$ cat src/rtl/alu_seq_pkg.sv
// Shared opcodes, FSM state encoding and matrix geometry for the matrix ALU sequencer.
package alu_seq_pkg;
    localparam int N_ELEM = 25;
    localparam int ELEM_W = 8;
    localparam int MAT_W  = N_ELEM * ELEM_W;

    localparam logic [2:0] OP_ADD       = 3'd0;
    localparam logic [2:0] OP_SUB       = 3'd1;
    localparam logic [2:0] OP_NEG       = 3'd2;
    localparam logic [2:0] OP_TRANSPOSE = 3'd3;

    typedef enum logic [2:0] {
        ST_IDLE,
        ST_READ,
        ST_DRAIN,
        ST_EXEC,
        ST_WRITE,
        ST_DONE
    } state_t;

    function automatic logic op_binary(input logic [2:0] op);
        return (op == OP_ADD) || (op == OP_SUB);
    endfunction

    function automatic logic op_legal(input logic [2:0] op);
        return op <= OP_TRANSPOSE;
    endfunction
endpackage

$ cat src/rtl/alu_seq_counter.sv
// Element counter (0..49) with matrix terminal counts and base+offset address generation.
// Latency: count registered, address combinational from the next count value.
// Backpressure: none; advances only when the sequencer asserts inc.
module alu_seq_counter
    import alu_seq_pkg::*;
#(
    parameter int ADDR_W = 8
) (
    input  logic              clk,
    input  logic              rst_n,
    input  logic              clr,
    input  logic              inc,
    input  logic [ADDR_W-1:0] base,
    output logic [5:0]        cnt,
    output logic [5:0]        cnt_nxt,
    output logic              tc_24,
    output logic              tc_49,
    output logic [ADDR_W-1:0] addr
);
    logic [5:0] offset;

    always_comb begin
        cnt_nxt = cnt;
        if (clr)
            cnt_nxt = '0;
        else if (inc)
            cnt_nxt = cnt + 6'd1;
        // Second operand restarts at offset 0 from its own base.
        offset = (cnt_nxt >= 6'(N_ELEM)) ? cnt_nxt - 6'(N_ELEM) : cnt_nxt;
    end

    assign addr  = base + ADDR_W'(offset);
    assign tc_24 = (cnt == 6'(N_ELEM - 1));
    assign tc_49 = (cnt == 6'(2 * N_ELEM - 1));

    always_ff @(posedge clk or negedge rst_n) begin
        if (!rst_n)
            cnt <= '0;
        else
            cnt <= cnt_nxt;
    end
endmodule

$ cat src/rtl/alu_sequencer.sv
// Sequencer: fetches operand matrices byte-wise, runs the external ALU, writes the result back.
// Latency: 78 cycles binary, 53 unary, 1 illegal opcode (start edge to done pulse).
// Backpressure: none; start is ignored while busy, memory is fixed 1-cycle read latency.
module alu_sequencer
    import alu_seq_pkg::*;
#(
    parameter int ADDR_W = 8
) (
    input  logic              clk,
    input  logic              rst_n,
    input  logic              start,
    input  logic [2:0]        op_code,
    input  logic [ADDR_W-1:0] a_addr,
    input  logic [ADDR_W-1:0] b_addr,
    input  logic [ADDR_W-1:0] c_addr,
    output logic              busy,
    output logic              done,
    output logic              err,
    output logic              ovf,
    output logic [ADDR_W-1:0] mem_addr,
    output logic              mem_rd,
    output logic              mem_wr,
    output logic [ELEM_W-1:0] mem_wdata,
    input  logic [ELEM_W-1:0] mem_rdata,
    output logic [2:0]        alu_op,
    output logic [MAT_W-1:0]  A_flat,
    output logic [MAT_W-1:0]  B_flat,
    input  logic [MAT_W-1:0]  C_flat,
    input  logic              overflow_flag
);
    state_t            state;
    logic [ADDR_W-1:0] a_q, b_q, c_q;
    logic [MAT_W-1:0]  res_q;
    logic              rd_pend;
    logic [5:0]        rd_idx;
    logic [5:0]        b_idx;

    logic              cnt_clr, cnt_inc, rd_last;
    logic [ADDR_W-1:0] cnt_base, cnt_addr;
    logic [5:0]        cnt, cnt_nxt;
    logic              tc_24, tc_49;

    alu_seq_counter #(.ADDR_W(ADDR_W)) u_cnt (
        .clk     (clk),
        .rst_n   (rst_n),
        .clr     (cnt_clr),
        .inc     (cnt_inc),
        .base    (cnt_base),
        .cnt     (cnt),
        .cnt_nxt (cnt_nxt),
        .tc_24   (tc_24),
        .tc_49   (tc_49),
        .addr    (cnt_addr)
    );

    assign rd_last = op_binary(alu_op) ? tc_49 : tc_24;
    assign b_idx   = rd_idx - 6'(N_ELEM);

    always_comb begin
        cnt_clr  = 1'b0;
        cnt_inc  = 1'b0;
        cnt_base = a_q;
        case (state)
            ST_IDLE: begin
                cnt_clr  = 1'b1;
                cnt_base = a_addr;
            end
            ST_READ: begin
                cnt_inc  = !rd_last;
                cnt_base = (cnt_nxt >= 6'(N_ELEM)) ? b_q : a_q;
            end
            ST_EXEC: begin
                cnt_clr  = 1'b1;
                cnt_base = c_q;
            end
            ST_WRITE: begin
                cnt_inc  = !tc_24;
                cnt_base = c_q;
            end
            default: ;
        endcase
    end

    always_ff @(posedge clk or negedge rst_n) begin
        if (!rst_n) begin
            state     <= ST_IDLE;
            busy      <= 1'b0;
            done      <= 1'b0;
            err       <= 1'b0;
            ovf       <= 1'b0;
            mem_rd    <= 1'b0;
            mem_wr    <= 1'b0;
            mem_addr  <= '0;
            mem_wdata <= '0;
            alu_op    <= '0;
            a_q       <= '0;
            b_q       <= '0;
            c_q       <= '0;
            res_q     <= '0;
        end else begin
            case (state)
                ST_IDLE: if (start) begin
                    busy   <= 1'b1;
                    alu_op <= op_code;
                    a_q    <= a_addr;
                    b_q    <= b_addr;
                    c_q    <= c_addr;
                    err    <= !op_legal(op_code);
                    ovf    <= 1'b0;
                    if (!op_legal(op_code)) begin
                        done  <= 1'b1;
                        state <= ST_DONE;
                    end else begin
                        mem_rd   <= 1'b1;
                        mem_addr <= cnt_addr;
                        state    <= ST_READ;
                    end
                end
                ST_READ: begin
                    if (rd_last) begin
                        mem_rd <= 1'b0;
                        state  <= ST_DRAIN;
                    end else begin
                        mem_addr <= cnt_addr;
                    end
                end
                ST_DRAIN: state <= ST_EXEC;
                ST_EXEC: begin
                    res_q     <= C_flat;
                    ovf       <= overflow_flag;
                    mem_wr    <= 1'b1;
                    mem_addr  <= cnt_addr;
                    mem_wdata <= C_flat[ELEM_W-1:0];
                    state     <= ST_WRITE;
                end
                ST_WRITE: begin
                    if (tc_24) begin
                        mem_wr <= 1'b0;
                        done   <= 1'b1;
                        state  <= ST_DONE;
                    end else begin
                        mem_addr  <= cnt_addr;
                        mem_wdata <= res_q[{cnt_nxt, 3'b000} +: ELEM_W];
                    end
                end
                ST_DONE: begin
                    done  <= 1'b0;
                    busy  <= 1'b0;
                    state <= ST_IDLE;
                end
                default: state <= ST_IDLE;
            endcase
        end
    end

    // Read data lags its strobe by one cycle; remember which element it belongs to.
    always_ff @(posedge clk or negedge rst_n) begin
        if (!rst_n) begin
            rd_pend <= 1'b0;
            rd_idx  <= '0;
            A_flat  <= '0;
            B_flat  <= '0;
        end else begin
            rd_pend <= mem_rd;
            rd_idx  <= cnt;
            if (rd_pend) begin
                if (rd_idx < 6'(N_ELEM))
                    A_flat[{rd_idx, 3'b000} +: ELEM_W] <= mem_rdata;
                else
                    B_flat[{b_idx, 3'b000} +: ELEM_W] <= mem_rdata;
            end
        end
    end
endmodule

$ cat config.mk
export PLATFORM = sky130hd
export DESIGN_NAME = alu_sequencer
export DESIGN_NICKNAME = d
export VERILOG_FILES = /design/src/rtl/alu_seq_pkg.sv /design/src/rtl/alu_seq_counter.sv /design/src/rtl/alu_sequencer.sv
export SDC_FILE = /design/constraint.sdc
export NUM_CORES = 1
export LEC_CHECK = 0
export BUFFER_PORTS_ARGS = -buffer_cell sky130_fd_sc_hd__clkbuf_2
export CAP_MARGIN = 20
export CORE_ASPECT_RATIO = 0.5
export CORE_MARGIN = 2
export CORE_UTILIZATION = 30
export DETAILED_ROUTE_END_ITERATION = 8
export MAX_ROUTING_LAYER = met4
export PLACE_DENSITY_LB_ADDON = 0.25
export SLEW_MARGIN = 40
export SYNTH_ARGS = -nofsm -noshare
export SYNTH_HDL_FRONTEND = slang
export SYNTH_SLANG_ARGS = --single-unit
$ cat constraint.sdc
create_clock -name clk -period 5.6 [get_ports clk]
set_input_delay 0.28 -clock clk [delete_from_list [all_inputs] [get_ports clk]]
set_output_delay 0.28 -clock clk [all_outputs]
set_load 0.005 [all_outputs]
==> flow_summary.toml, run 1 <==
[status]
outcome = "finished clean"

[yosys]
synth_warnings = 0
avgSynthCellArea_um2 = 10.6
synth_cell_types = 79
synth-seq-cells = 665
syn-instance-count = 2749
syn_nets = 3005
synth_edf_count = 0
netlist_area_mm2 = 0.0291
ys_seq_area_frac = 0.573
synthArstFlopShare = 1.00
ys.flop_type = "dfrtp_1"

[power]
p_leak_uw = 0.0193
clkPwrFrac = 0.261
power_frac_comb = 0.379
powerDensity_mw_per_mm2 = 490
ir_worst_vdd_uv = 316
fin_total_pwr_uw = 18900
swShare = 0.389
p_int_uw = 11500
p_sw_uw = 7340
seq_power_share = 0.359

[final_layout]
final_cell_mix = "nand2_1, dfrtp_1, clkbuf_2"
stdcell_area_mm2 = 0.0385
final_common_cell = "nand2_1"
antenna_cells = 0
instances_no_fill = 4927
fin_nets = 3861
drive_gt1_frac = 0.318
syn_to_final_growth_pct = 32.6

[cts]
cts-root-buf = "clkbuf_16"
cts_inserted_buffers = 67
clockBufferDepth = 3
clkLatencyLatePin_ns = 0.65
htree_levels = 3
path_clk_slew_ns = 0.07
cts_num_sinks = 665
cts_tree = "done"
post_cts_buffers = 0

[routing]
drt_wl_total_mm = 106
routedWlPerCell_um = 21.5
ant_nets = 0
via_per_inst = 4.79
drt_iter0_drc = 1743
routed-via-count = 23600
remaining_drc_errors = 0
drt-pass1-iter-count = 5

[grt]
grt_pass1_vias = 24200
grt_overflow_total = 0
grt_max_degree = 118
grt_pass1_wl_mm = 157
grtUsageTotal = 0.216
antenna_found_initial = 1

[timing]
hold_viol = 0
skew_ns = 0.0238
maxSlewViolCount = 0
rsz0062_at_grt = "no"
tns_ns = 0
clock.fmax_mhz = 193
max_slew_margin = 0.390
fin_crit_sh = 0.923
tightest_slew_ns = 0.906
fin_crit_ns = 5.17
whs_ns = 0.193
setup_viol = 0

[floorplanning]
rows = 80
core_area_mm2 = 0.0957
fp.dieW_um = 444
start_util = 0.304
die_h_um = 224
ios = 664
die-area_mm2 = 0.0995

[worst_setup_path]
end_kind = "flop"
arrival_ns = 5.72
cp_max_fo = 13
r2r-start = "u_cnt.cnt[0]$_DFF_PN0_"
required_ns = 6.15
cp-start-kind = "flop"
path_class = "reg2reg"
regToRegSetupSlack_ns = 0.43
rr_endpoint = "mem_addr[7]$_DFFE_PN0P_"
ff2ff_path_depth = 23

[place]
dp_hpwl_mm = 75.7
dp.cells = 4575
dpl-instance-area_mm2 = 0.0338
routabilityCongestion = 0.843
port_buffers = 663

[hold_path]
hp-start = "mem_rdata[0]"
hold_depth = 3
hold_end = "A_flat[72]$_DFFE_PN0P_"
worstHoldPathType = "in2reg"

[job]
maxCapViolCount = 0
## final cells by class
class / count / area, um2
clock buffer: 95 / 1980
multi-input combinational: 1892 / 11700
timing repair buffer: 926 / 5990
fill: 9447 / 57200
inverter: 53 / 201
clock inverter: 25 / 395
tap: 1271 / 1590
sequential: 665 / 16600
## power groups by stage
stage	registers (uW)	logic (uW)	clock network, uW
after floorplan	6610	4640	0
after global placement	6820	6950	0
after detailed placement	6860	7030	0
after CTS	6780	7190	5050
after global routing	6920	7880	5230
final	6780	7160	4930
## critical path: stages, from the launching register on
cell       delay (ns)
dfrtp_1          0.48
inv_1            0.22
ha_1             0.18
nor3b_4          0.28
a211oi_2         0.14
o21ai_2          0.28
mux2i_2          0.30
ha_1             0.24
o21ai_0          0.15
a211oi_2         0.32
o21ai_0          0.14
nand2_1          0.17
buf_4            0.21
o21ai_0          0.11
a2bb2oi_1        0.22
ha_1             0.25
a21o_1           0.18
a21oi_1          0.21
o21bai_1         0.09
a21o_1           0.20
a21oi_1          0.16
a311oi_1         0.08
xor2_1           0.18
mux2_2           0.27
## state kept, by name, indices dropped and copies added (netlist names)
| signal | count |
|---|---|
| mem_rd | 1 |
| rd_idx | 6 |
| done | 1 |
| c_q | 8 |
| res_q | 200 |
| mem_wdata | 8 |
| u_cnt.cnt | 6 |
| A_flat | 200 |
| mem_wr | 1 |
| rd_pend | 1 |
| B_flat | 200 |
| mem_addr | 8 |
| b_q | 8 |
| a_q | 8 |
| state | 3 |
| alu_op | 3 |
| ovf | 1 |
| err | 1 |
| busy | 1 |
## synth_stat cells (all sizes together), types with 4 or more instances
cell | n | area [um2]
nand2 | 882 | 3350
dfrtp | 665 | 16600
mux2 | 277 | 3120
nor2 | 137 | 527
o21ai | 118 | 598
clkbuf | 99 | 377
mux2i | 75 | 754
o31ai | 75 | 563
inv | 52 | 198
a21oi | 51 | 259
buf | 40 | 253
nand3 | 37 | 185
ha | 16 | 200
nor2b | 16 | 100
nor4 | 16 | 151
nor3 | 15 | 134
xnor2 | 14 | 149
a211oi | 12 | 140
o211ai | 12 | 104
o221ai | 10 | 87.6
a22oi | 9 | 67.6
o22ai | 9 | 56.3
a221oi | 8 | 70.1
a2bb2oi | 8 | 70.1
a311oi | 8 | 70.1
mux4 | 8 | 180
o2111a | 8 | 90.1
a31oi | 7 | 65.1
and2 | 7 | 43.8
nand2b | 7 | 43.8
or2 | 7 | 43.8
xor2 | 7 | 61.3
and3 | 6 | 37.5
or3 | 4 | 25.0
## kinds of logic after synthesis
logic type | Yosys count | share of synthesized area
adder cells (fa/ha/maj) | 17 | 0.00758
AO/OA/AOI/OAI | 351 | 0.0819
multiplexers | 360 | 0.139
buffers and inverters | 192 | 0.0286
AND/OR/NAND/NOR | 1143 | 0.163
XOR/XNOR | 21 | 0.00723
flip-flops | 665 | 0.573
## how the worst max path moves through the flow
stage	from	endpoint	slack, ns	cells after the start
CTS	u_cnt.cnt[0]$_DFF_PN0_	mem_addr[7]$_DFFE_PN0P_	0.38	23
global route	u_cnt.cnt[0]$_DFF_PN0_	mem_addr[7]$_DFFE_PN0P_	0.03	23
floorplan	u_cnt.cnt[0]$_DFF_PN0_	mem_addr[7]$_DFFE_PN0P_	0.83	26
global placement	u_cnt.cnt[0]$_DFF_PN0_	mem_addr[7]$_DFFE_PN0P_	0.46	23
finish	u_cnt.cnt[0]$_DFF_PN0_	mem_addr[7]$_DFFE_PN0P_	0.43	23
detailed placement	u_cnt.cnt[0]$_DFF_PN0_	mem_addr[7]$_DFFE_PN0P_	0.41	23
## through the flow
stage | setup slack [ns] | util
final | 0.429 | 0.403
after global routing | 0.0308 | 0.403
after CTS | 0.384 | 0.402
after detailed placement | 0.413 | 0.353
after global placement | 0.458 | 0.352
after floorplan | 0.826 | -
## layer usage
layer | share of wire | vias to the layer above | track usage
met3 | 0.032 | 213 | 0.0318
met4 | 0.048 | 0 | 0.0935
met1 | 0.40 | 11800 | 0.251
li1 | - | 11000 | -
met2 | 0.52 | 547 | 0.374
met5 | 0 | - | -
## what timing repair did
item                                   CTS  global route
hold buffers                           230             0
endpoints found under the hold margin  309             0
resized for setup                        0             1
setup endpoints to repair                0             1
Note: power is estimated with default switching activity, not from simulation.
==> run 2, diff against run 1 <==
ABC_AREA = 1   (was unset)
==> run 2 against run 1 <==
- maximum frequency grew 3.6%
- sequential cell count is the same
- setup slack gained 0.18 ns
- synthesized cell count grew 28%
- hold slack lost 0.091 ns
- global-route usage grew 0.24 points
- critical endpoint is now mem_addr[6]$_DFFE_PN0P_
- utilization shrank 0.37 points
- count of clock-buffer cells in the layout shrank 3
- via count grew 12%
- non-clock buffer count shrank 6
==> flow_summary.toml, run 2 <==
[grt]
grt_overflow_total = 0
grtUsageTotal = 0.219
antenna_found_initial = 7
grt_max_degree = 163
grt_pass1_wl_mm = 162
grt_pass1_vias = 26800

[cts]
cts_tree = "done"
clkLatencyLatePin_ns = 0.63
clockBufferDepth = 3
post_cts_buffers = 0
path_clk_slew_ns = 0.07
cts_num_sinks = 665
cts_resized = 0
holdBufCountCts = 230
cts_inserted_buffers = 68
htree_levels = 3
cts-root-buf = "clkbuf_16"

[timing]
maxSlewViolCount = 0
tightest_slew_ns = 0.755
hold_viol = 0
setup_viol = 0
tns_ns = 0
fin_crit_sh = 0.891
clock.fmax_mhz = 200
max_slew_margin = 0.494
fin_crit_ns = 4.99
fin_ws_ns = 0.609
skew_ns = 0.0177
rsz0062_at_grt = "no"

[final_layout]
utilization = 0.399
final_cell_mix = "nand2_1, dfrtp_1, clkbuf_2"
multi_input_comb_area_mm2 = 0.0110
ff_latch_area_mm2 = 0.0166
fin_nets = 4593
reg.largest.list = "A_flat (200), B_flat (200), res_q (200)"
syn_to_final_growth_pct = 32.3
fillCellCount = 9944
drive_gt1_frac = 0.209
final_common_cell = "nand2_1"
stdcell_area_mm2 = 0.0388

[yosys]
avgSynthCellArea_um2 = 8.36
synthArstFlopShare = 1.00
synth-seq-cells = 665
ys.flop_type = "dfrtp_1"
synth_area_leaders = "dfrtp_1, nand2_1, o21ai_0"
synth.most_common_cell = "nand2_1"
synth_cell_types = 45
synth_top_area_frac = 0.567
synth_warnings = 0
syn-instance-count = 3511
synth_edf_count = 0
yosys.area.top_type = "dfrtp_1"
syn_nets = 3767
netlist_area_mm2 = 0.0294
ys_seq_area_frac = 0.567
synth_commonest_cells = "nand2_1, dfrtp_1, o21ai_0"

[worst_setup_path]
required_ns = 6.11
ff2ff_path_depth = 23
path_class = "reg2reg"
r2r-start = "state[1]$_DFFE_PN0P_"
rr_endpoint = "mem_addr[6]$_DFFE_PN0P_"
cp_max_fo = 45
end_kind = "flop"
regToRegSetupSlack_ns = 0.61
arrival_ns = 5.50
cp-start-kind = "flop"

[floorplanning]
start_util = 0.301
ios = 664
die-area_mm2 = 0.101
fp.dieW_um = 446
core_area_mm2 = 0.0974
die_h_um = 225
rows = 81

[routing]
drt_wl_total_mm = 108
routedWlPerCell_um = 18.9
drt_iter0_drc = 1852
remaining_drc_errors = 0
drt-pass1-iter-count = 5
ant_nets = 0
via_per_inst = 4.63
routed-via-count = 26500

[power]
p_leak_uw = 0.0194
ir_worst_vdd_uv = 401
powerDensity_mw_per_mm2 = 565

[place]
port_buffers = 663
post-place-ws_ns = 0.773
routabilityCongestion = 0.880
dp_hpwl_mm = 78.5
dpl-instance-area_mm2 = 0.0340

[job]
maxCapViolCount = 0

[hold_path]
worstHoldPathType = "in2async"

[status]
outcome = "finished clean"
==> run 2: cell count changes after synthesis, sizes merged, moves of 41 or more <==
cell / previous run / this run
nand4: 2 / 43
mux2: 277 / 41
mux2i: 75 / 0
o21ai: 118 / 342
nor2: 137 / 244
inv: 52 / 295
nand3: 37 / 208
nand2: 882 / 1308
==> run 2: worst max-delay path by stage <==
| stage | startpoint | end | slack [ns] | depth (start not counted) |
|---|---|---|---|---|
| final | state[1]$_DFFE_PN0P_ | mem_addr[6]$_DFFE_PN0P_ | 0.61 | 23 |
| after global routing | state[1]$_DFFE_PN0P_ | mem_addr[6]$_DFFE_PN0P_ | 0.01 | 23 |
| after CTS | state[1]$_DFFE_PN0P_ | mem_addr[6]$_DFFE_PN0P_ | 0.72 | 23 |
| after detailed placement | state[1]$_DFFE_PN0P_ | mem_addr[6]$_DFFE_PN0P_ | 0.77 | 23 |
| after global placement | state[1]$_DFFE_PN0P_ | mem_addr[6]$_DFFE_PN0P_ | 0.78 | 23 |
| after floorplan | u_cnt.cnt[0]$_DFF_PN0_ | mem_addr[6]$_DFFE_PN0P_ | 1.32 | 27 |
==> run 2: logic make-up (layout without fill, tap and decap cells) <==
kind of cell	after synthesis	count (layout)	synth area share
compound gates	481	481	0.0907
xor+xnor	11	11	0.00328
fa+ha+maj	17	17	0.00750
buf+inv	465	1342	0.0610
flops	665	665	0.567
mux	41	41	0.0157
other cells	0	8	0
simple gates	1831	1831	0.255
==> run 2: layer usage <==
| metal | routed length, um | part of all wire | vias to the layer above | track usage |
|---|---|---|---|---|
| met3 | 4150 | 0.038 | 201 | 0.0365 |
| met1 | 44000 | 0.41 | 12900 | 0.254 |
| met4 | 4290 | 0.040 | 0 | 0.0827 |
| met2 | 55500 | 0.51 | 612 | 0.379 |
| met5 | 0 | 0 | - | - |
| li1 | - | - | 12800 | - |
==> run 2: cell type report <==
| type | instances | share of cell area |
|---|---|---|
| clock inverters | 29 | 0.0109 |
| diodes | 8 | 0.000515 |
| repair buffers | 920 | 0.154 |
| inverters | 301 | 0.0293 |
| flip-flops and latches | 665 | 0.428 |
| clock buffers | 92 | 0.0516 |
| multi-input cells | 2381 | 0.282 |
| well taps | 1328 | 0.0428 |
==> run 2: worst max-delay path: stages, from the launching register on <==
cell and delay [ns]:
dfrtp_1 0.44, inv_1 0.10, nand2_1 0.11, nor2_2 0.35, inv_2 0.12, nand2_1 0.12
clkinv_2 0.51, nand3_1 0.29, buf_4 0.35, nor2_1 0.09, nand2_1 0.12, nand2_2 0.14
inv_2 0.22, o211ai_1 0.11, a22oi_1 0.17, ha_1 0.21, inv_1 0.07, fa_1 0.46
o21ai_0 0.31, a21oi_1 0.10, o21ai_0 0.24, inv_1 0.07, nand3_1 0.08, a31oi_1 0.09
==> run 2: metrics by stage <==
stage               cells  total power, uW  hold WS (ns)
finish               5724            22000         0.102
global placement     5360            16800         0.367
floorplan            3511            13200       -0.0156
CTS                  5712            22200         0.107
global route         5723            23700         0.104
detailed placement   5361            17000         0.364
==> run 2: where the power goes <==
part / leakage, uW / switching [uW] / internal, uW
sequential: 0.00747 / 928 / 6440
clock: 0.00118 / 2040 / 2980
combinational: 0.0108 / 6570 / 3000
